<file path="config.mk">
export PLATFORM = sky130hd
export DESIGN_NAME = alu_seq_exec_flat
export DESIGN_NICKNAME = d
export VERILOG_FILES = /design/src/rtl/alu_seq_exec_if.sv /design/src/rtl/alu_seq_exec.sv /design/src/flat_wrapper.sv
export SDC_FILE = /design/constraint.sdc
export NUM_CORES = 1
export LEC_CHECK = 0
export CAP_MARGIN = 0
export CORE_MARGIN = 2
export CORE_UTILIZATION = 40
export CTS_CLUSTER_SIZE = 14
export DETAILED_ROUTE_END_ITERATION = 6
export PLACE_DENSITY_LB_ADDON = 0.2
export SYNTH_ARGS = -nofsm -noshare
export SYNTH_HDL_FRONTEND = slang
export SYNTH_SLANG_ARGS = --single-unit
</file>
<file path="constraint.sdc">
create_clock -name i_clk -period 6.77 [get_ports i_clk]
set_input_delay 1.0155 -clock i_clk [delete_from_list [all_inputs] [get_ports i_clk]]
set_output_delay 1.0155 -clock i_clk [all_outputs]
set_load 0.05 [all_outputs]
</file>
<file path="src/rtl/alu_seq_exec_if.sv">
// ---------------------------------------------------------------------------
// alu_seq_exec_if
//   Groups the request and result handshake signals of the sequential ALU.
//   Clock and reset are not part of the bundle and stay plain module ports.
//
//   Request side (requester -> ALU):
//     i_valid       request valid, held by the requester until accepted
//     i_aluControl  6-bit function code (MIPS funct encoding)
//     i_a           operand A; its low SHAMT_W bits are the shift amount
//     i_b           operand B; the value shifted and the LUI source
//   Request side (ALU -> requester):
//     o_ready       ALU can take a new request
//   Result side (ALU -> consumer):
//     o_valid       result valid, held until taken
//     o_result      result word
//     o_zero        o_result == 0
//     o_overflow    signed overflow for ADD/SUB
//     o_illegal     function code not supported
//   Result side (consumer -> ALU):
//     i_ready       consumer takes the result
//
//   Modports:
//     slave   - the ALU itself
//     master  - the requester/consumer (execute-stage control or a bench)
// ---------------------------------------------------------------------------
interface alu_seq_exec_if #(
  parameter int DATA_W  = 32,
  parameter int SHAMT_W = 5
);

  logic              i_valid;
  logic              o_ready;
  logic [5:0]        i_aluControl;
  logic [DATA_W-1:0] i_a;
  logic [DATA_W-1:0] i_b;
  logic              o_valid;
  logic              i_ready;
  logic [DATA_W-1:0] o_result;
  logic              o_zero;
  logic              o_overflow;
  logic              o_illegal;

  modport slave (
    input  i_valid,
    input  i_aluControl,
    input  i_a,
    input  i_b,
    input  i_ready,
    output o_ready,
    output o_valid,
    output o_result,
    output o_zero,
    output o_overflow,
    output o_illegal
  );

  modport master (
    output i_valid,
    output i_aluControl,
    output i_a,
    output i_b,
    output i_ready,
    input  o_ready,
    input  o_valid,
    input  o_result,
    input  o_zero,
    input  o_overflow,
    input  o_illegal
  );

endinterface

</file>
<file path="src/rtl/alu_seq_exec.sv">
// ---------------------------------------------------------------------------
// alu_seq_exec
//   Sequential 32-bit execute-stage ALU. A request (function code plus two
//   operands) is taken with a valid/ready handshake; the result and its flags
//   are returned with a second valid/ready handshake.
//
//   Logic and arithmetic operations finish in a single cycle. The variable
//   shifts SLLV/SRLV/SRAV are done bit-serially, one bit position per cycle,
//   so a shift by n takes 1+n cycles from accept to o_valid.
//
//   Ports:
//     i_clk    clock, all state changes on the rising edge
//     i_rst_n  asynchronous active-low reset
//     bus      alu_seq_exec_if.slave bundle (request, result and flags)
// ---------------------------------------------------------------------------
module alu_seq_exec #(
  parameter int DATA_W  = 32,
  parameter int SHAMT_W = 5
) (
  input  logic         i_clk,
  input  logic         i_rst_n,
  alu_seq_exec_if.slave bus
);

  // Supported function codes
  localparam logic [5:0] OP_SLLV = 6'h04;
  localparam logic [5:0] OP_SRLV = 6'h06;
  localparam logic [5:0] OP_SRAV = 6'h07;
  localparam logic [5:0] OP_ADD  = 6'h20;
  localparam logic [5:0] OP_ADDU = 6'h21;
  localparam logic [5:0] OP_SUB  = 6'h22;
  localparam logic [5:0] OP_SUBU = 6'h23;
  localparam logic [5:0] OP_AND  = 6'h24;
  localparam logic [5:0] OP_OR   = 6'h25;
  localparam logic [5:0] OP_XOR  = 6'h26;
  localparam logic [5:0] OP_NOR  = 6'h27;
  localparam logic [5:0] OP_SLT  = 6'h2A;
  localparam logic [5:0] OP_SLTU = 6'h2B;
  localparam logic [5:0] OP_LUI  = 6'h3C;

  localparam int HALF_W = DATA_W / 2;

  typedef enum logic [1:0] {
    IDLE  = 2'd0,
    SHIFT = 2'd1,
    DONE  = 2'd2
  } state_t;

  state_t              state_q,    state_d;
  logic [5:0]          op_q,       op_d;
  logic [DATA_W-1:0]   shiftReg_q, shiftReg_d;
  logic [SHAMT_W-1:0]  count_q,    count_d;
  logic [DATA_W-1:0]   result_q,   result_d;
  logic                zero_q,     zero_d;
  logic                overflow_q, overflow_d;
  logic                illegal_q,  illegal_d;

  logic [DATA_W-1:0]   aluResult;
  logic                aluOverflow;
  logic                aluIllegal;
  logic                isShift;
  logic [SHAMT_W-1:0]  shamt;
  logic [DATA_W-1:0]   sum;
  logic [DATA_W-1:0]   diff;
  logic [DATA_W-1:0]   shiftStep;

  // Single-cycle datapath working directly on the request operands. It only
  // matters in IDLE, when a request may be accepted. For the variable shifts
  // it yields operand B unchanged, which is the correct result for shamt 0;
  // non-zero amounts are handed to the bit-serial shifter instead.
  always_comb begin
    aluResult   = '0;
    aluOverflow = 1'b0;
    aluIllegal  = 1'b0;
    isShift     = 1'b0;
    shamt       = bus.i_a[SHAMT_W-1:0];
    sum         = bus.i_a + bus.i_b;
    diff        = bus.i_a - bus.i_b;
    case (bus.i_aluControl)
      OP_ADD: begin
        aluResult   = sum;
        aluOverflow = (bus.i_a[DATA_W-1] == bus.i_b[DATA_W-1]) &&
                      (sum[DATA_W-1] != bus.i_a[DATA_W-1]);
      end
      OP_ADDU: aluResult = sum;
      OP_SUB: begin
        aluResult   = diff;
        aluOverflow = (bus.i_a[DATA_W-1] != bus.i_b[DATA_W-1]) &&
                      (diff[DATA_W-1] != bus.i_a[DATA_W-1]);
      end
      OP_SUBU: aluResult = diff;
      OP_AND:  aluResult = bus.i_a & bus.i_b;
      OP_OR:   aluResult = bus.i_a | bus.i_b;
      OP_XOR:  aluResult = bus.i_a ^ bus.i_b;
      OP_NOR:  aluResult = ~(bus.i_a | bus.i_b);
      OP_SLT:  aluResult = {{(DATA_W-1){1'b0}}, ($signed(bus.i_a) < $signed(bus.i_b))};
      OP_SLTU: aluResult = {{(DATA_W-1){1'b0}}, (bus.i_a < bus.i_b)};
      OP_LUI:  aluResult = {bus.i_b[HALF_W-1:0], {HALF_W{1'b0}}};
      OP_SLLV, OP_SRLV, OP_SRAV: begin
        isShift   = 1'b1;
        aluResult = bus.i_b;
      end
      default: aluIllegal = 1'b1;
    endcase
  end

  // One bit position of the serial shifter, direction and fill chosen by the
  // latched function code so the request operands need not stay stable.
  always_comb begin
    shiftStep = shiftReg_q;
    case (op_q)
      OP_SLLV: shiftStep = shiftReg_q << 1;
      OP_SRLV: shiftStep = shiftReg_q >> 1;
      OP_SRAV: shiftStep = $signed(shiftReg_q) >>> 1;
      default: shiftStep = shiftReg_q;
    endcase
  end

  // Next-state logic for the IDLE -> (SHIFT) -> DONE -> IDLE sequence.
  // Result and flags are only written on the transition into DONE, so they
  // stay put through backpressure and while the unit sits idle afterwards.
  always_comb begin
    state_d    = state_q;
    op_d       = op_q;
    shiftReg_d = shiftReg_q;
    count_d    = count_q;
    result_d   = result_q;
    zero_d     = zero_q;
    overflow_d = overflow_q;
    illegal_d  = illegal_q;
    case (state_q)
      IDLE: begin
        if (bus.i_valid) begin
          op_d = bus.i_aluControl;
          if (isShift && (shamt != '0)) begin
            shiftReg_d = bus.i_b;
            count_d    = shamt;
            state_d    = SHIFT;
          end else begin
            result_d   = aluResult;
            zero_d     = (aluResult == '0);
            overflow_d = aluOverflow;
            illegal_d  = aluIllegal;
            state_d    = DONE;
          end
        end
      end
      SHIFT: begin
        shiftReg_d = shiftStep;
        count_d    = count_q - 1'b1;
        // The last bit is being shifted this cycle, so the stepped value is
        // the final result and can go straight to the output register.
        if (count_q == SHAMT_W'(1)) begin
          result_d   = shiftStep;
          zero_d     = (shiftStep == '0);
          overflow_d = 1'b0;
          illegal_d  = 1'b0;
          state_d    = DONE;
        end
      end
      DONE: begin
        if (bus.i_ready) begin
          state_d = IDLE;
        end
      end
      default: state_d = IDLE;
    endcase
  end

  // State and datapath registers. Reset abandons any in-flight operation
  // and clears the visible result and flags.
  always_ff @(posedge i_clk or negedge i_rst_n) begin
    if (!i_rst_n) begin
      state_q    <= IDLE;
      op_q       <= '0;
      shiftReg_q <= '0;
      count_q    <= '0;
      result_q   <= '0;
      zero_q     <= 1'b0;
      overflow_q <= 1'b0;
      illegal_q  <= 1'b0;
    end else begin
      state_q    <= state_d;
      op_q       <= op_d;
      shiftReg_q <= shiftReg_d;
      count_q    <= count_d;
      result_q   <= result_d;
      zero_q     <= zero_d;
      overflow_q <= overflow_d;
      illegal_q  <= illegal_d;
    end
  end

  assign bus.o_ready    = (state_q == IDLE);
  assign bus.o_valid    = (state_q == DONE);
  assign bus.o_result   = result_q;
  assign bus.o_zero     = zero_q;
  assign bus.o_overflow = overflow_q;
  assign bus.o_illegal  = illegal_q;

endmodule
</file>
<file path="src/flat_wrapper.sv">
// flat-port wrapper written by rule: the top's interface ports become plain ports
module alu_seq_exec_flat 
#(
  parameter int DATA_W  = 32,
  parameter int SHAMT_W = 5
)
  (i_clk, i_rst_n, bus_i_valid, bus_i_aluControl, bus_i_a, bus_i_b, bus_i_ready, bus_o_ready, bus_o_valid, bus_o_result, bus_o_zero, bus_o_overflow, bus_o_illegal);
  alu_seq_exec_if #(.DATA_W(DATA_W), .SHAMT_W(SHAMT_W)) bus_i ();
  input  logic i_clk;
  input  logic i_rst_n;
  input wire logic [$bits(bus_i.i_valid)-1:0] bus_i_valid;
  input wire logic [$bits(bus_i.i_aluControl)-1:0] bus_i_aluControl;
  input wire logic [$bits(bus_i.i_a)-1:0] bus_i_a;
  input wire logic [$bits(bus_i.i_b)-1:0] bus_i_b;
  input wire logic [$bits(bus_i.i_ready)-1:0] bus_i_ready;
  output wire logic [$bits(bus_i.o_ready)-1:0] bus_o_ready;
  output wire logic [$bits(bus_i.o_valid)-1:0] bus_o_valid;
  output wire logic [$bits(bus_i.o_result)-1:0] bus_o_result;
  output wire logic [$bits(bus_i.o_zero)-1:0] bus_o_zero;
  output wire logic [$bits(bus_i.o_overflow)-1:0] bus_o_overflow;
  output wire logic [$bits(bus_i.o_illegal)-1:0] bus_o_illegal;
  assign bus_i.i_valid = bus_i_valid;
  assign bus_i.i_aluControl = bus_i_aluControl;
  assign bus_i.i_a = bus_i_a;
  assign bus_i.i_b = bus_i_b;
  assign bus_i.i_ready = bus_i_ready;
  assign bus_o_ready = bus_i.o_ready;
  assign bus_o_valid = bus_i.o_valid;
  assign bus_o_result = bus_i.o_result;
  assign bus_o_zero = bus_i.o_zero;
  assign bus_o_overflow = bus_i.o_overflow;
  assign bus_o_illegal = bus_i.o_illegal;
  alu_seq_exec #(.DATA_W(DATA_W), .SHAMT_W(SHAMT_W)) u_core (.i_clk(i_clk), .i_rst_n(i_rst_n), .bus(bus_i));
endmodule
</file>
# == After elaboration in Yosys (flattened, before gate mapping) ==
# Cells that the tools add are included.
# totals
wordCells,93
ff_bits,80
output_inout_bits,37
input_bits,74
# op_classes
muxes,31
n_eq_ne,29
n_addsub,3
n_bitwise,4
magnitude_cmp,2
n_reduce_logical,16
# ops
operator,count
one-hot mux 32 bit (10 select lines),1
2-to-1 mux 32 bit,5
one-hot mux 32 bit (2 select lines),2
one-hot mux 32 bit (3 select lines),1
"equality test 6 bit, second input constant",11
logical NOT 32 bit,2
less-than comparator 32 bit,2
"equality test 6 x 3 -> 1 bit, second input constant",6
adder 32 bit,1
bitwise AND 32 bit,1
NOT 32 bit,1
OR 32 bit,1
subtractor 32 bit,1
bitwise XOR 32 bit,1
OR reduction 14 bit,1
2-to-1 mux 1 bit,10
2-to-1 mux 5 bit,2
one-hot mux 5 bit (2 select lines),1
2-to-1 mux 2 bit,4
one-hot mux 1 bit (2 select lines),4
"!= test 2 bit, second input constant",3
one-hot mux 2 bit (3 select lines),1
AND reduction 3 bit,2
"equality test 5 x 1 -> 1 bit, second input constant",1
other kinds (14),20

# == Logic depth before layout (Yosys ltp) ==
# Gate-level depths: netlist of run 1.
# depth
word_depth,7
ltp_mapped,15
ltp_nobuf,14

# == Worst setup path before layout of run 1 ==
# No wires, ideal clock.
# synth_timing
path_type,input to register
start,input bus_i_b[7]
end,register u_core.zero_q (netlist: u_core.bus.o_zero)
cell_stages,13
setup_slack_ps,2431
arrival_ps,4247
required_time_ps,6678
path_buffers,1
setup_ps,92
cell_sequence,inv_1 ha_1 clkbuf_1 or4_1 a2111oi_1 nor4_1 o211a_1 o211a_1 xnor2_1 a221oi_1 nand4_1 or3_1 o31ai_2
# synth_between
elab_chain_len,7
elab_cells_between_ends,13
classes_between,add/sub (2); order compare (2); mux (4); bitwise (4); reduce/logical (1)
# synth_rtl
element,line_no,source
start: declaration,flat_wrapper.sv:14,input wire logic [$bits(bus_i.i_b)-1:0] bus_i_b;
branches (longest 2 deep; another with subtractor 32 bit),-,
one-hot mux 32 bit (10 select lines) *,alu_seq_exec.sv:79,case (bus.i_aluControl)
logical NOT 32 bit *,alu_seq_exec.sv:141,zero_d = (aluResult == '0);
2-to-1 mux 1 bit *,alu_seq_exec.sv:135,if (isShift && (shamt != '0)) begin
2-to-1 mux 1 bit *,alu_seq_exec.sv:133,if (bus.i_valid) begin
one-hot mux 1 bit (2 select lines) *,alu_seq_exec.sv:131,case (state_q)
end signal: assignment,alu_seq_exec.sv:188,zero_q <= zero_d;
end: declaration,alu_seq_exec.sv:54,"logic zero_q, zero_d;"
# Every way passes the cells marked *. The select of a mux whose other input is x is not followed.
# A chain may end at the register's enable or synchronous reset.

# == Final worst setup path of run 1 ==
# layout_timing
start,input bus_i_b[14]
end,register u_core.zero_q (netlist: u_core.bus.o_zero)
# Same word-level chain as after synthesis.

==> results of run 1 <==
critical path, cell delays in order:
cell and delay, ps:
clkdlybuf4s50_1 900, inv_1 140, ha_1 490, clkinv_2 160
nand2_2 110, or4_4 510, or4_4 450, o31ai_4 450
a211oi_1 160, or4_1 510, a22oi_2 280, nand2_1 100
or3_1 390, o31ai_2 230
final timing paths:
path,start,to,slack (ps)
max in group asynchronous,i_rst_n,u_core.shiftReg_q[24],5170
min in group asynchronous,i_rst_n,u_core.state_q[0],610
min,u_core.bus.o_result[25],u_core.bus.o_result[25],470
max,bus_i_b[14],u_core.bus.o_zero,1110
min reg2reg,u_core.bus.o_result[25],u_core.bus.o_result[25],470
max reg2reg,u_core.op_q[5],u_core.bus.o_zero,3060
stage by stage:
stage	utilization, %	hold WS [ps]
after CTS	46.58	477.7
final	46.59	470.8
after global routing	46.58	488.1
after detailed placement	45.39	464.8
after global placement	45.39	459.2
after floorplan	-	463.8
kinds of logic (layout without fill, tap and decap cells):
group / count (synthesis) / after routing
AO/OA/AOI/OAI: 500 / 500
AND/OR/NAND/NOR: 473 / 473
buffers and inverters: 203 / 250
adder cells (fa/ha/maj): 103 / 103
flip-flops: 80 / 80
XOR/XNOR: 50 / 50
multiplexers: 30 / 30
other: 0 / 1
report_power, final:
group | internal [mW] | switching (mW)
registers | 0.629 | 0.148
clock network | 0.312 | 0.186
logic | 0.432 | 0.785
metal layers:
| layer | wire [µm] | vias to the layer above | track usage (%) |
|---|---|---|---|
| li1 | - | 5310 | - |
| met1 | 19010 | 5532 | 44.79 |
| met2 | 18860 | 637 | 47.85 |
| met3 | 3793 | 85 | 3.971 |
| met4 | 1406 | 0 | 10.66 |
| met5 | 0 | - | 0 |
cells in the final DEF, fill, tap and decap left out, types with 14 or more instances in the layout:
cell,count
nor2_1,113
a22o_1,16
a21oi_1,122
nor3_1,29
a21o_1,20
nand4_1,14
inv_1,94
nor2b_1,20
xnor2_1,43
buf_4,23
a22oi_1,34
a211oi_1,32
nand2_1,170
o21ai_0,107
o31ai_1,32
nand3_1,27
mux2i_1,24
clkdlybuf4s50_1,107
nor4_1,19
dfrtp_1,80
ha_1,101
sequential cells by signal (all words and copies together), names as in the netlist:
name	count
u_core.bus.o_illegal	1
u_core.bus.o_zero	1
u_core.shiftReg_q	32
u_core.op_q	6
u_core.bus.o_result	32
u_core.count_q	5
u_core.state_q	2
u_core.bus.o_overflow	1
final cells by class:
type                            instances  area [µm²]  share of cell area [%]
Clock buffer                           12       266.5                   2.214
Clock inverter                          3       40.04                  0.3326
Inverter                              104       391.6                   3.253
Multi-Input combinational cell       1156        7667                   63.69
Sequential cell                        80        2002                   16.63
Tap cell                              335       419.2                   3.482
Antenna cell                            1       2.502                 0.02079
Timing Repair Buffer                  131        1249                   10.37
==> results.json, run 1 <==
{
  "status": "finished, final reports clean",
  "fin_setup_tns_ps": 0,
  "fin_cells": 1822,
  "synth_mux_area_share_pct": 2.949,
  "clock_path_buffers": 2,
  "power.density_mw_per_mm2": 207.0,
  "grt_overflow_total": 0,
  "synth_compound_gate_area_share_pct": 31.76,
  "hp-class": "flip-flop to flip-flop",
  "place_hpwl_um": 32810,
  "synth_top_family_by_area": "compound AO/OA/AOI/OAI gates",
  "vdd_drop_max_v": 0.0002007,
  "grt_max_degree": 75,
  "die_x_um": 165.5,
  "ys_seq_area_share_pct": 19.18,
  "relSlewSlack_pct": 29.93,
  "final.setup.worst_slack_ps": 1107,
  "cts_buffers": 9,
  "crit_required_ps": 7020,
  "area_delta_synth_final_pct": 15.35,
  "syn_avg_cell_area_um2": 7.252,
  "syn_area_mm2": 0.01044,
  "fin_crit_sh_pct": 83.65,
  "synth-xor-area-share_pct": 4.196,
  "finClkSkew_ps": 7.165,
  "fin_nets": 1659,
  "cts_hold_buf": 0,
  "cts_max_level": 3,
  "yosysWarnings": 0,
  "die_height_um": 165.5,
  "routed-via-count": 11560,
  "fin_crit_ps": 5663,
  "cts_setup_buffers": 0,
  "end_kind": "flip-flop",
  "ff2ff_path_depth": 13,
  "core-area_mm2": 0.02584,
  "ys_ff_latch": 80,
  "routed_wl_um": 43070,
  "p_total_mw": 2.492,
  "slew_violations": 0,
  "tightest_slew_ps": 1044,
  "synth_flop_cell": "dfrtp_1",
  "yosysTopAreaCellShare_pct": 19.18,
  "worst-path-max-fanout": 10,
  "rsz0062_at_grt": "false",
  "synth-adder-area-share_pct": 12.49,
  "cts_sinks": 80,
  "hold_path_depth": 1,
  "async_reset_ff_share_pct": 100.0,
  "synth_nets": 1616,
  "hold_violations": 0,
  "synth_common_cells": "170 x nand2_1, 122 x a21oi_1, 115 x nor2_1",
  "dpl_worst_slack_ps": 950.9,
  "antenna_found_initial": 1,
  "max-cap-violations": 0,
  "design_area_mm2": 0.01204,
  "wl_per_cell_um": 23.64,
  "place_congestion": 1.063,
  "ys_top_cells_by_area": "dfrtp_1 19%, ha_1 12%, nand2_1 6.1%",
  "drt-initial-drc-count": 1434,
  "setup_violations": 0,
  "yosys.area_share.simple_pct": 21.78,
  "root_buffer": "clkbuf_16",
  "ys_types": 85,
  "floorplan.initialDensity_pct": 40.39,
  "dr.pass1.iters": 6,
  "grt_first_pass_wirelength_um": 64580,
  "p_leak_nw": 5.276,
  "max_freq_mhz": 176.6,
  "dp.cells": 1806,
  "drc": 0,
  "cp.arrival_ps": 5920,
  "cts_resized": 0,
  "drive_gt1_share_pct": 5.114,
  "yosysTopAreaCell": "dfrtp_1",
  "tritoncts": "yes",
  "io-pin-count": 111,
  "clock_latency_ps": 340,
  "fp-row-count": 59,
  "vias_per_cell": 6.347,
  "startpoint_type": "primary input",
  "antenna_left": 0,
  "critPathKind": "primary input to flip-flop",
  "synthCells": 1439,
  "cts.clk_slew.worst_paths_ps": 60,
  "placed_cell_area_mm2": 0.01173,
  "die-area_mm2": 0.02740,
  "grt_pass1_vias": 10530,
  "fillers": 2688,
  "yosysMostFrequentCell": "nand2_1",
  "synth-edff-count": 0,
  "grtUsageTotal_pct": 31.14,
  "port_buffers": 110
}
Note: power is estimated with default switching activity, not from simulation.
==> run 2, diff against run 1 <==
==> constraint.sdc (replaced) <==
create_clock -name i_clk -period 5.2 [get_ports i_clk]
set_input_delay 0.78 -clock i_clk [delete_from_list [all_inputs] [get_ports i_clk]]
set_output_delay 0.78 -clock i_clk [all_outputs]
set_load 0.05 [all_outputs]
==> results.json, run 2 (synthesized netlist as in run 1, its figures left out) <==
{
  "timing.rr.end": "u_core.bus.o_zero",
  "routed-via-count": 11590,
  "io-pin-count": 111,
  "cts_hold_buf": 0,
  "place_congestion": 1.067,
  "slew_violations": 0,
  "pwr-share-comb_pct": 49.9,
  "utilization_pct": 48.66,
  "grt_max_degree": 81,
  "relSlewSlack_pct": 29.22,
  "cts_setup_buffers": 0,
  "hold_violations": 0,
  "core-area_mm2": 0.02584,
  "hp-start": "u_core.bus.o_result[7]",
  "rsz0062_at_grt": "false",
  "routed_wl_um": 42630,
  "swShare_pct": 44.90,
  "dr.pass1.iters": 6,
  "die_x_um": 165.5,
  "vdd_drop_max_v": 0.0002474,
  "ff2ff_path_depth": 12,
  "min_to": "u_core.bus.o_result[7]",
  "max-cap-violations": 0,
  "grt_overflow_total": 0,
  "die_height_um": 165.5,
  "status": "finished, final reports clean",
  "fp-row-count": 59,
  "max_stage_delay_ps": 500,
  "finClkSkew_ps": 13.89,
  "pwr-share-seq_pct": 30.8,
  "clock_path_buffers": 2,
  "fin_nets": 1730,
  "cts_sinks": 80,
  "place_hpwl_um": 33530,
  "worst-path-max-fanout": 5,
  "hold_path_depth": 2,
  "final.setup.worst_slack_ps": 548.9,
  "fillers": 2635,
  "whs_ps": 478.3,
  "cts_max_level": 3,
  "hp-class": "flip-flop to flip-flop",
  "port_buffers": 110,
  "fin_crit_ps": 4651,
  "slowest_stage": "clkdlybuf4s50_1",
  "rrSetupSlack_ps": 1640,
  "cts.clk_slew.worst_paths_ps": 70,
  "cts_resized": 0,
  "drc": 0,
  "critPathKind": "primary input to flip-flop",
  "grtUsageTotal_pct": 31.07,
  "grt_first_pass_wirelength_um": 64430,
  "drt-initial-drc-count": 1540,
  "floorplan.initialDensity_pct": 40.39,
  "die-area_mm2": 0.02740,
  "drive_gt1_share_pct": 9.499,
  "power.density_mw_per_mm2": 259.9,
  "fin_crit_sh_pct": 89.44,
  "fin_setup_tns_ps": 0,
  "cp.arrival_ps": 4910,
  "crit_path_cell_trace": "clkdlybuf4s50_1 -> inv_1 -> ha_1 -> fa_1 -> nor2_1 -> o311ai_2 -> a2111oi_1 -> buf_4 -> nor4_1 -> buf_4 -> o211a_1 -> o211a_1 -> xnor2_1 -> a221oi_1 -> nand4_1 -> or3_1 -> o31ai_2",
  "cts_buffers": 9,
  "final_cell_mix": "170 x nand2_1, 122 x a21oi_1, 113 x nor2_1",
  "tightest_slew_ps": 1058,
  "crit_required_ps": 5460,
  "p_leak_nw": 5.610,
  "grt_pass1_vias": 10830,
  "p_sw_mw": 1.467,
  "diodes": 0,
  "root_buffer": "clkbuf_16",
  "p_clk_share_pct": 19.2,
  "tritoncts": "yes",
  "max_freq_mhz": 215.0,
  "wl_per_cell_um": 22.52,
  "startpoint_type": "primary input",
  "antenna_found_initial": 1,
  "antenna_left": 0,
  "clock_latency_ps": 340,
  "area_delta_synth_final_pct": 20.47,
  "vias_per_cell": 6.123,
  "final_common_cell": "nand2_1",
  "p_int_mw": 1.801,
  "dpl_worst_slack_ps": 207.7,
  "worstReg2RegStart": "u_core.op_q[5]",
  "setup_violations": 0,
  "end_kind": "flip-flop"
}
-- run 2: metrics by stage --
step / cell area [µm²] / cells / power (mW)
detailed placement: 12270 / 1877 / 2.616
global placement: 12270 / 1877 / 2.599
global route: 12570 / 1893 / 3.480
finish: 12570 / 1893 / 3.268
CTS: 12570 / 1893 / 3.254
floorplan: 10440 / 1439 / 2.018
-- run 2: worst max-delay path by stage --
stage	from	end	slack, ps	cells past startpoint
final	bus_i_a[0]	u_core.bus.o_zero	550	17
after global routing	bus_i_a[0]	u_core.bus.o_zero	310	17
after CTS	bus_i_a[0]	u_core.bus.o_zero	570	17
after global placement	bus_i_a[0]	u_core.bus.o_zero	270	17
after floorplan	bus_i_b[7]	u_core.bus.o_zero	1100	13
after detailed placement	bus_i_a[0]	u_core.bus.o_zero	210	17
-- run 2: layout make-up --
cell class | count | area [µm²] | area share [%]
Sequential cell | 80 | 2002 | 15.92
Timing Repair Buffer | 202 | 1794 | 14.27
Tap cell | 335 | 419.2 | 3.334
Inverter | 104 | 391.6 | 3.115
Clock inverter | 7 | 72.57 | 0.5772
Multi-Input combinational cell | 1156 | 7667 | 60.99
Clock buffer | 9 | 225.2 | 1.791
-- run 2: critical path: cells and delay by family --
kind | cells | cell delay (ps)
AO/OA/AOI/OAI | 6 | 1680
XOR/XNOR | 1 | 120
AND/OR/NAND/NOR | 4 | 770
buffers and inverters | 4 | 960
adder cells (fa/ha/maj) | 2 | 600
-- run 2: power groups by stage --
stage	logic [mW]	clock network (mW)	registers, mW
2_1_floorplan	0.899	0	1.12
3_3_place_gp	1.59	0	1.01
3_5_place_dp	1.60	0	1.01
4_1_cts	1.61	0.641	1.00
5_1_grt	1.78	0.669	1.04
6_report	1.63	0.629	1.01
-- run 2: layer usage --
layer  share of wire (%)  GRT usage (%)  vias to the layer above  wire length, µm
li1                    -              -                     5440                -
met1                  44          44.91                     5497            18900
met2                  43          46.45                      571            18420
met3                 8.8          4.945                       80             3752
met4                 3.6          11.21                        2             1542
met5               0.030              0                        -               13
